`config.mk`:
```
export PLATFORM = sky130hd
export DESIGN_NAME = io_timer
export DESIGN_NICKNAME = d
export VERILOG_FILES = /design/src/rtl/io_timer_pkg.sv /design/src/rtl/timer_prescaler.sv /design/src/rtl/io_timer.sv
export SDC_FILE = /design/constraint.sdc
export NUM_CORES = 1
export LEC_CHECK = 0
export CAP_MARGIN = 20
export CORE_ASPECT_RATIO = 0.5
export CORE_UTILIZATION = 27
export DETAILED_ROUTE_END_ITERATION = 8
export PLACE_DENSITY_LB_ADDON = 0.12
export SYNTH_ARGS = -nofsm -noshare
export SYNTH_HDL_FRONTEND = slang
export SYNTH_SLANG_ARGS = --single-unit
```
`constraint.sdc`:
```
create_clock -name clk -period 2.2 [get_ports clk]
set_clock_uncertainty 0.15 [all_clocks]
set_input_delay 0.44 -clock clk [delete_from_list [all_inputs] [get_ports clk]]
set_output_delay 0.44 -clock clk [all_outputs]
set_load 0.02 [all_outputs]
```
`src/rtl/io_timer_pkg.sv`:
```
`default_nettype none
// ============================================================================
// Module      : io_timer_pkg
// Description : Register offsets, CTRL/STAT bit positions and the prescaler
//               mask helper shared by the io_timer peripheral.
// Revision    : 1.0 - initial release
// ============================================================================
package io_timer_pkg;

    // Register offsets within the 4-byte block
    localparam logic [1:0] TMR_CTRL = 2'd0;
    localparam logic [1:0] TMR_CMP  = 2'd1;
    localparam logic [1:0] TMR_CNT  = 2'd2;
    localparam logic [1:0] TMR_STAT = 2'd3;

    // CTRL bit positions
    localparam int EN_BIT  = 0;
    localparam int CTC_BIT = 1;
    localparam int IE_BIT  = 2;
    localparam int PSC_LSB = 3;
    localparam int PSC_MSB = 5;

    // STAT bit positions
    localparam int MF_BIT  = 0;

    // Prescaler mask (1 << psc) - 1; psc = 7 wraps to 7'h7F in 7 bits.
    function automatic logic [6:0] psc_mask(input logic [2:0] psc);
        return (7'd1 << psc) - 7'd1;
    endfunction

endpackage : io_timer_pkg
`default_nettype wire

```
`src/rtl/timer_prescaler.sv`:
```
`default_nettype none
// ============================================================================
// Module      : timer_prescaler
// Description : Free-running 7-bit prescaler. Produces a one-cycle tick
//               whenever the low PSC bits of the count are all ones.
// Revision    : 1.0 - initial release
// ============================================================================
module timer_prescaler
    import io_timer_pkg::*;
(
    input  logic       clk,
    input  logic       reset,
    input  logic       en,
    input  logic [2:0] psc,
    output logic       tick
);

    logic [6:0] r_count;
    logic [6:0] w_mask;

    assign w_mask = psc_mask(psc);

    // Count while enabled; hold at zero while disabled so enabling restarts
    // the prescale period from a known phase.
    always_ff @(posedge clk) begin
        if (reset) begin
            r_count <= 7'd0;
        end else if (!en) begin
            r_count <= 7'd0;
        end else begin
            r_count <= r_count + 7'd1;
        end
    end

    assign tick = en && ((r_count & w_mask) == w_mask);

endmodule : timer_prescaler
`default_nettype wire

```
`src/rtl/io_timer.sv`:
```
`default_nettype none
// ============================================================================
// Module      : io_timer
// Description : Memory-mapped 8-bit timer/counter on the CPU IO bus with
//               prescaler, compare match, clear-on-match, sticky match flag
//               and a maskable interrupt request.
// Revision    : 1.0 - initial release
// ============================================================================
module io_timer
    import io_timer_pkg::*;
#(
    parameter logic [15:0] BASE_ADDR = 16'h1010,
    parameter logic [7:0]  RESET_CMP = 8'hFF
)(
    input  logic        clk,
    input  logic        reset,
    input  logic [15:0] address,
    input  logic [7:0]  din,
    input  logic        write_en,
    input  logic        read_en,
    output logic [7:0]  dout,
    output logic        irq,
    input  logic        irq_clr
);

    // Architectural state
    logic [5:0] r_ctrl;     // CTRL bits [7:6] are not stored; they read 0
    logic [7:0] r_cmp;
    logic [7:0] r_cnt;
    logic       r_mf;

    // Decode and datapath wires
    logic       w_sel;
    logic [1:0] w_offset;
    logic       w_wrSel;
    logic       w_wrCtrl;
    logic       w_wrCmp;
    logic       w_wrCnt;
    logic       w_wrStat;
    logic       w_tick;
    logic       w_match;
    logic       w_mfSet;
    logic       w_mfClr;
    logic       w_mfNext;
    logic [7:0] w_readData;

    assign w_sel    = (address[15:2] == BASE_ADDR[15:2]);
    assign w_offset = address[1:0];
    assign w_wrSel  = write_en && w_sel;
    assign w_wrCtrl = w_wrSel && (w_offset == TMR_CTRL);
    assign w_wrCmp  = w_wrSel && (w_offset == TMR_CMP);
    assign w_wrCnt  = w_wrSel && (w_offset == TMR_CNT);
    assign w_wrStat = w_wrSel && (w_offset == TMR_STAT);

    timer_prescaler u_prescaler (
        .clk   (clk),
        .reset (reset),
        .en    (r_ctrl[EN_BIT]),
        .psc   (r_ctrl[PSC_MSB:PSC_LSB]),
        .tick  (w_tick)
    );

    // Match always compares against the pre-edge CMP, so a CMP write on a
    // tick cycle cannot affect that cycle's match.
    assign w_match = (r_cnt == r_cmp);

    // A CPU write to CNT on a tick cycle suppresses match evaluation.
    assign w_mfSet  = w_tick && w_match && !w_wrCnt;
    assign w_mfClr  = irq_clr || (w_wrStat && din[MF_BIT]);
    // Set beats clear so a match coinciding with an acknowledge is not lost.
    assign w_mfNext = w_mfSet ? 1'b1 : (w_mfClr ? 1'b0 : r_mf);

    // Control and compare registers: plain CPU-writable storage.
    always_ff @(posedge clk) begin
        if (reset) begin
            r_ctrl <= 6'd0;
            r_cmp  <= RESET_CMP;
        end else begin
            if (w_wrCtrl) begin
                r_ctrl <= din[5:0];
            end
            if (w_wrCmp) begin
                r_cmp <= din;
            end
        end
    end

    // Counter: CPU write has priority, otherwise advance or clear on tick.
    always_ff @(posedge clk) begin
        if (reset) begin
            r_cnt <= 8'd0;
        end else if (w_wrCnt) begin
            r_cnt <= din;
        end else if (w_tick) begin
            if (w_match && r_ctrl[CTC_BIT]) begin
                r_cnt <= 8'd0;
            end else begin
                r_cnt <= r_cnt + 8'd1;
            end
        end
    end

    // Sticky match flag and registered, IE-masked interrupt request.
    always_ff @(posedge clk) begin
        if (reset) begin
            r_mf <= 1'b0;
            irq  <= 1'b0;
        end else begin
            r_mf <= w_mfNext;
            irq  <= w_mfNext && r_ctrl[IE_BIT];
        end
    end

    // Read mux selecting the addressed register's current value.
    always_comb begin
        w_readData = 8'd0;
        case (w_offset)
            TMR_CTRL: w_readData = {2'b00, r_ctrl};
            TMR_CMP:  w_readData = r_cmp;
            TMR_CNT:  w_readData = r_cnt;
            TMR_STAT: w_readData = {7'd0, r_mf};
            default:  w_readData = 8'd0;
        endcase
    end

    // Registered read data; zero when idle so it can be OR-ed onto the bus.
    always_ff @(posedge clk) begin
        if (reset) begin
            dout <= 8'd0;
        end else if (read_en && w_sel) begin
            dout <= w_readData;
        end else begin
            dout <= 8'd0;
        end
    end

endmodule : io_timer
`default_nettype wire
```
==> results.md, run 1 <==
Outcome:
- The run finished, with violations left.
- The final reports fail on design-rule violations.

Place:
- At the end of routability-driven placement, the weighted congestion stood at 0.871.
- The pre-CTS worst setup slack is -0.215 ns.
- The cell area after placement is 2860 um^2.
- The count of buffers inserted at the top-level ports is 37.
- The number of placed instances, taps included is 396.
- The post-detailed-placement half-perimeter wirelength is between 4000 and 5000 um.

Timing:
- Across all hold checks on the routed design, the worst slack comes to ~0.32 ns.
- Setup repair after global routing could not meet its margin everywhere.
- The slew at the pin with the worst max-slew slack is ~0.44 ns.
- The maximum clock frequency is 458 MHz.
- In this run the tightest slew margin relative to its limit is 71.0%.
- The total of endpoints with negative setup slack in the final report is 0.
- The number of pins exceeding their max-slew limit in the final report is 0.
- After routing, the total negative slack on setup checks comes to 0 ns.
- The minimum setup slack in the final design is 0.0146 ns.
- The count of final hold-check violations came to 0.
- The final critical delay including setup and external delays is roughly 2.2 ns.
- After layout, the worst path uses 99.3% of the clock period.

Global route:
- After global routing the overflow that remains totals 0.
- The maximum number of pins on one net before global-route repair is 14.
- The first global-routing pass estimated ~10000 um of wire.
- The global routing usage summed across all routing layers is between 15 and 20%.
- The initial antenna violation count came to 0.
- The number of global-route vias before repair was between 1500 and 2000.

Clock tree:
- The tree built by TritonCTS fans out to 39 sinks.
- After clock tree synthesis, the clock-pin slew on the worst setup and hold paths is 0.06 ns.
- The H-tree was split into 2 levels.
- The insertion delay of the later-clocked pin in the worst-skew pair is 0.28 ns.
- The number of hold buffers added after CTS was 0.
- The buffer cell driving the clock tree root is clkbuf_16.
- The clock buffer count from CTS is 5.
- The maximum root-to-sink buffer count is 2.
- The number of setup buffers added after CTS is 0.
- TritonCTS built the clock tree.

Power and ir drop:
- The peak ir drop on the vdd network is 0.236 mV.
- Sequential cells account for 45.2% of the total power.
- Net switching is about 22% of the power.
- The ratio of total power to cell area is approximately 510 nW/um^2.
- The internal portion of the total power is 1.22 mW.
- The switching component of the power is 342 uW.
- The leakage power is 1.06 nW.
- The clock power share is a little under half.
- Of the total power, combinational logic draws 7.9%.

Finish:
- From synthesis to final layout, the design area changed by 37.6%.
- The number of antenna diodes in the final layout is 0.
- The number of non-filler instances in the completed layout is 403.
- With fillers left out, the area of the finished cells amounts to 3080 um^2.
- The net count of the finished layout is 323.
- Of the cells placed in the final design, the portion with a size suffix greater than 1 is 21.0%.

Synth:
- The count of flip-flops with a built-in enable after synthesis is 0.
- Each instance of the synthesized netlist takes up on average 9.50 um^2.
- The largest family of logic cells by synthesized area is simple AND/OR/NAND/NOR gates.
- Summing the areas of all compound-gate instances in the mapped netlist gives between 10% and 20% of the synthesized area.
- Summing every instance area after synthesis gives ~2200 um^2.
- Yosys printed 0 warnings.
- The mux contribution to synthesized area is roughly 6.4%.
- The number of distinct standard cells referenced by the synthesized netlist is 50.
- Summing the areas of all fa, ha and maj instances in the mapped netlist gives 1.68% of the synthesized area.
- The async set or reset register ratio after synthesis is 0%.
- The post-synth net total is 268.
- The part of the Yosys area used for sequential elements is about a third.
- The xor/xnor share of the synthesized area is 5.47%.
- The synthesized-area fraction occupied by and/or/nand/nor cells is 27.6%.
- Synthesis inferred 39 register bits.
- The flip-flop cell with the highest count after synthesis is dfxtp_1.
- Counting every instance in the synthesized netlist gives 236.

Floorplanning:
- In this run the count of I/O pins placed on the die edge is 38.
- The floorplan step defined a die boundary enclosing 8690 um^2.
- The core region is 8030 um^2.
- The die is 131 um wide.
- The initialized floorplan defines 23 standard-cell rows.
- The die is between 60 and 70 um tall.
- Once the floorplan was initialized, standard cells occupied 27.9% of the core.

Setup path:
- The cell type of the slowest stage on the worst timing path is or3_1.
- Walking the worst path, the cells encountered are or3_1, ha_1, o21ai_2, a31oi_4, o221ai_4, o31ai_2, a31oi_1.
- Data arrives at the worst endpoint at about 2.2 ns.
- The delay of the slowest critical-path stage is 0.37 ns.
- The cell type group with the largest total delay on the critical path is compound AO/OA/AOI/OAI gates.
- The kind of end point of the critical path is a flip-flop.
- The kind of launch point of the worst setup path is a flip-flop.
- Data on the critical path is required at its endpoint by 2.21 ns.
- Of all nets on the critical path, the largest fanout is 8.
- The critical path in this run is classified as reg -> reg.
- The buffers plus inverters on the worst setup path is 0.

Route:
- The first routing iteration left about 110 violations.
- The via total after detailed routing is around 2000.
- The post-detailed-route wirelength per cell is 15.6 um.
- In the routed design, unresolved DRC markers number 2.
- The detail route stage leaves a number of antenna-violating nets equal to 0.
- The detailed-route vias per instance is 4.94.
- The wire length reported by the detailed router is about 6300 um.
- Before antenna repair, the detailed router went through 7 iterations.

Run:
- Max-cap violations in this run came to 0.

Hold path:
- The type of the tightest min-delay check is reg -> reg.
## power by group through the flow
stage / Sequential [mW] / Clock [mW] / Combinational [mW]
after floorplan: 0.722 / 0 / 0.0433
after global placement: 0.722 / 0 / 0.119
after detailed placement: 0.722 / 0 / 0.120
after CTS: 0.706 / 0.753 / 0.121
after global routing: 0.706 / 0.781 / 0.132
final: 0.706 / 0.734 / 0.123
## what timing repair did
action / CTS / global route
endpoints found under the setup margin: 9 / 23
gates resized for setup: 8 / 8
pin swaps: 3 / 9
## cell families after synthesis
group                    count (synthesis)
AO/OA/AOI/OAI                           55
flip-flops                              39
buffers and inverters                   16
adder cells (fa/ha/maj)                  3
multiplexers                            13
XOR/XNOR                                14
AND/OR/NAND/NOR                         96
## path summary, 6_finish.rpt
check                                             from                endpoint  slack [ns]  depth (start not counted)
worst max-delay path                         r_ctrl[3]                r_cnt[5]        0.01                          7
worst min-delay path            u_prescaler.r_count[0]  u_prescaler.r_count[0]        0.32                          1
worst max register to register               r_ctrl[3]                r_cnt[5]        0.01                          7
worst min register to register  u_prescaler.r_count[0]  u_prescaler.r_count[0]        0.32                          1
## metal layers
metal  track usage (%)  up-vias  wire length, um
li1                  -      974                -
met1              20.5      952             3170
met2              27.2       59             2800
met3              3.88        5              295
met4              3.88        0               39
met5                 0        -                0
## state kept, by name, summed over array words and instances (netlist names)
name	flops
dout	8
irq	1
r_cmp	8
r_cnt	8
r_ctrl	6
r_mf	1
u_prescaler.r_count	7
## metrics by stage
| step | total power [mW] | util, % |
|---|---|---|
| after floorplan | 0.765 | - |
| after global placement | 0.841 | 35.6 |
| after detailed placement | 0.842 | 35.6 |
| after CTS | 1.58 | 37.9 |
| after global routing | 1.62 | 38.4 |
| final | 1.56 | 38.4 |
## cells in the mapped netlist, types with 3 or more instances
| library cell | n | area share, % |
|---|---|---|
| a211o_1 | 8 | 3.1 |
| mux2i_1 | 12 | 5.4 |
| ha_1 | 3 | 1.7 |
| o21ai_0 | 3 | 0.67 |
| nand2b_1 | 3 | 0.84 |
| nand2_1 | 6 | 1.0 |
| o31ai_1 | 6 | 2.0 |
| nor2_1 | 34 | 5.7 |
| o21bai_1 | 7 | 2.3 |
| and3_1 | 4 | 1.1 |
| a21oi_1 | 7 | 1.6 |
| xnor2_1 | 4 | 1.6 |
| a31oi_1 | 14 | 3.9 |
| nand3_1 | 5 | 1.1 |
| dfxtp_1 | 39 | 35 |
| clkbuf_8 | 3 | 1.8 |
| buf_6 | 5 | 2.5 |
| buf_2 | 3 | 0.67 |
| nor2b_1 | 14 | 3.9 |
| xor2_1 | 10 | 3.9 |
| nand4_1 | 7 | 2.0 |
## area by class of cell
| class | instances | area, um^2 |
|---|---|---|
| inverter | 2 | 7.51 |
| multi-input combinational | 181 | 1410 |
| sequential | 39 | 783 |
| clock inverter | 1 | 5.00 |
| tap | 112 | 140 |
| fill | 822 | 4940 |
| clock buffer | 6 | 139 |
| timing repair buffer | 62 | 596 |
## layout by cell type (no fill, tap or decap), types with 2 or more instances in the layout
cell	instances
o21bai_1	7
o21ai_0	2
and3_1	4
a22oi_1	2
inv_1	2
clkdlybuf4s50_1	37
nor3_1	2
a21boi_1	2
xor2_1	10
a31oi_1	13
xnor2_1	4
nor2b_4	2
dfxtp_1	37
nand3_4	2
dfxtp_2	2
o31ai_2	5
nand2_1	6
nand4_1	7
ha_1	3
buf_12	3
nor4_4	3
nor2_1	34
o21ai_2	2
mux2i_1	12
a211o_1	8
nor2b_1	14
nand2b_1	3
nand3_1	5
clkbuf_16	5
nand4b_1	2
buf_4	22
a21oi_1	7
Power figures use the tool's default switching activity.
==> inputs of run 2 (changes only) <==
Settings changed: CTS_CLUSTER_SIZE set to 25.
==> results of run 2 <==
Final layout, timing and power as in run 1 (identical DEF).
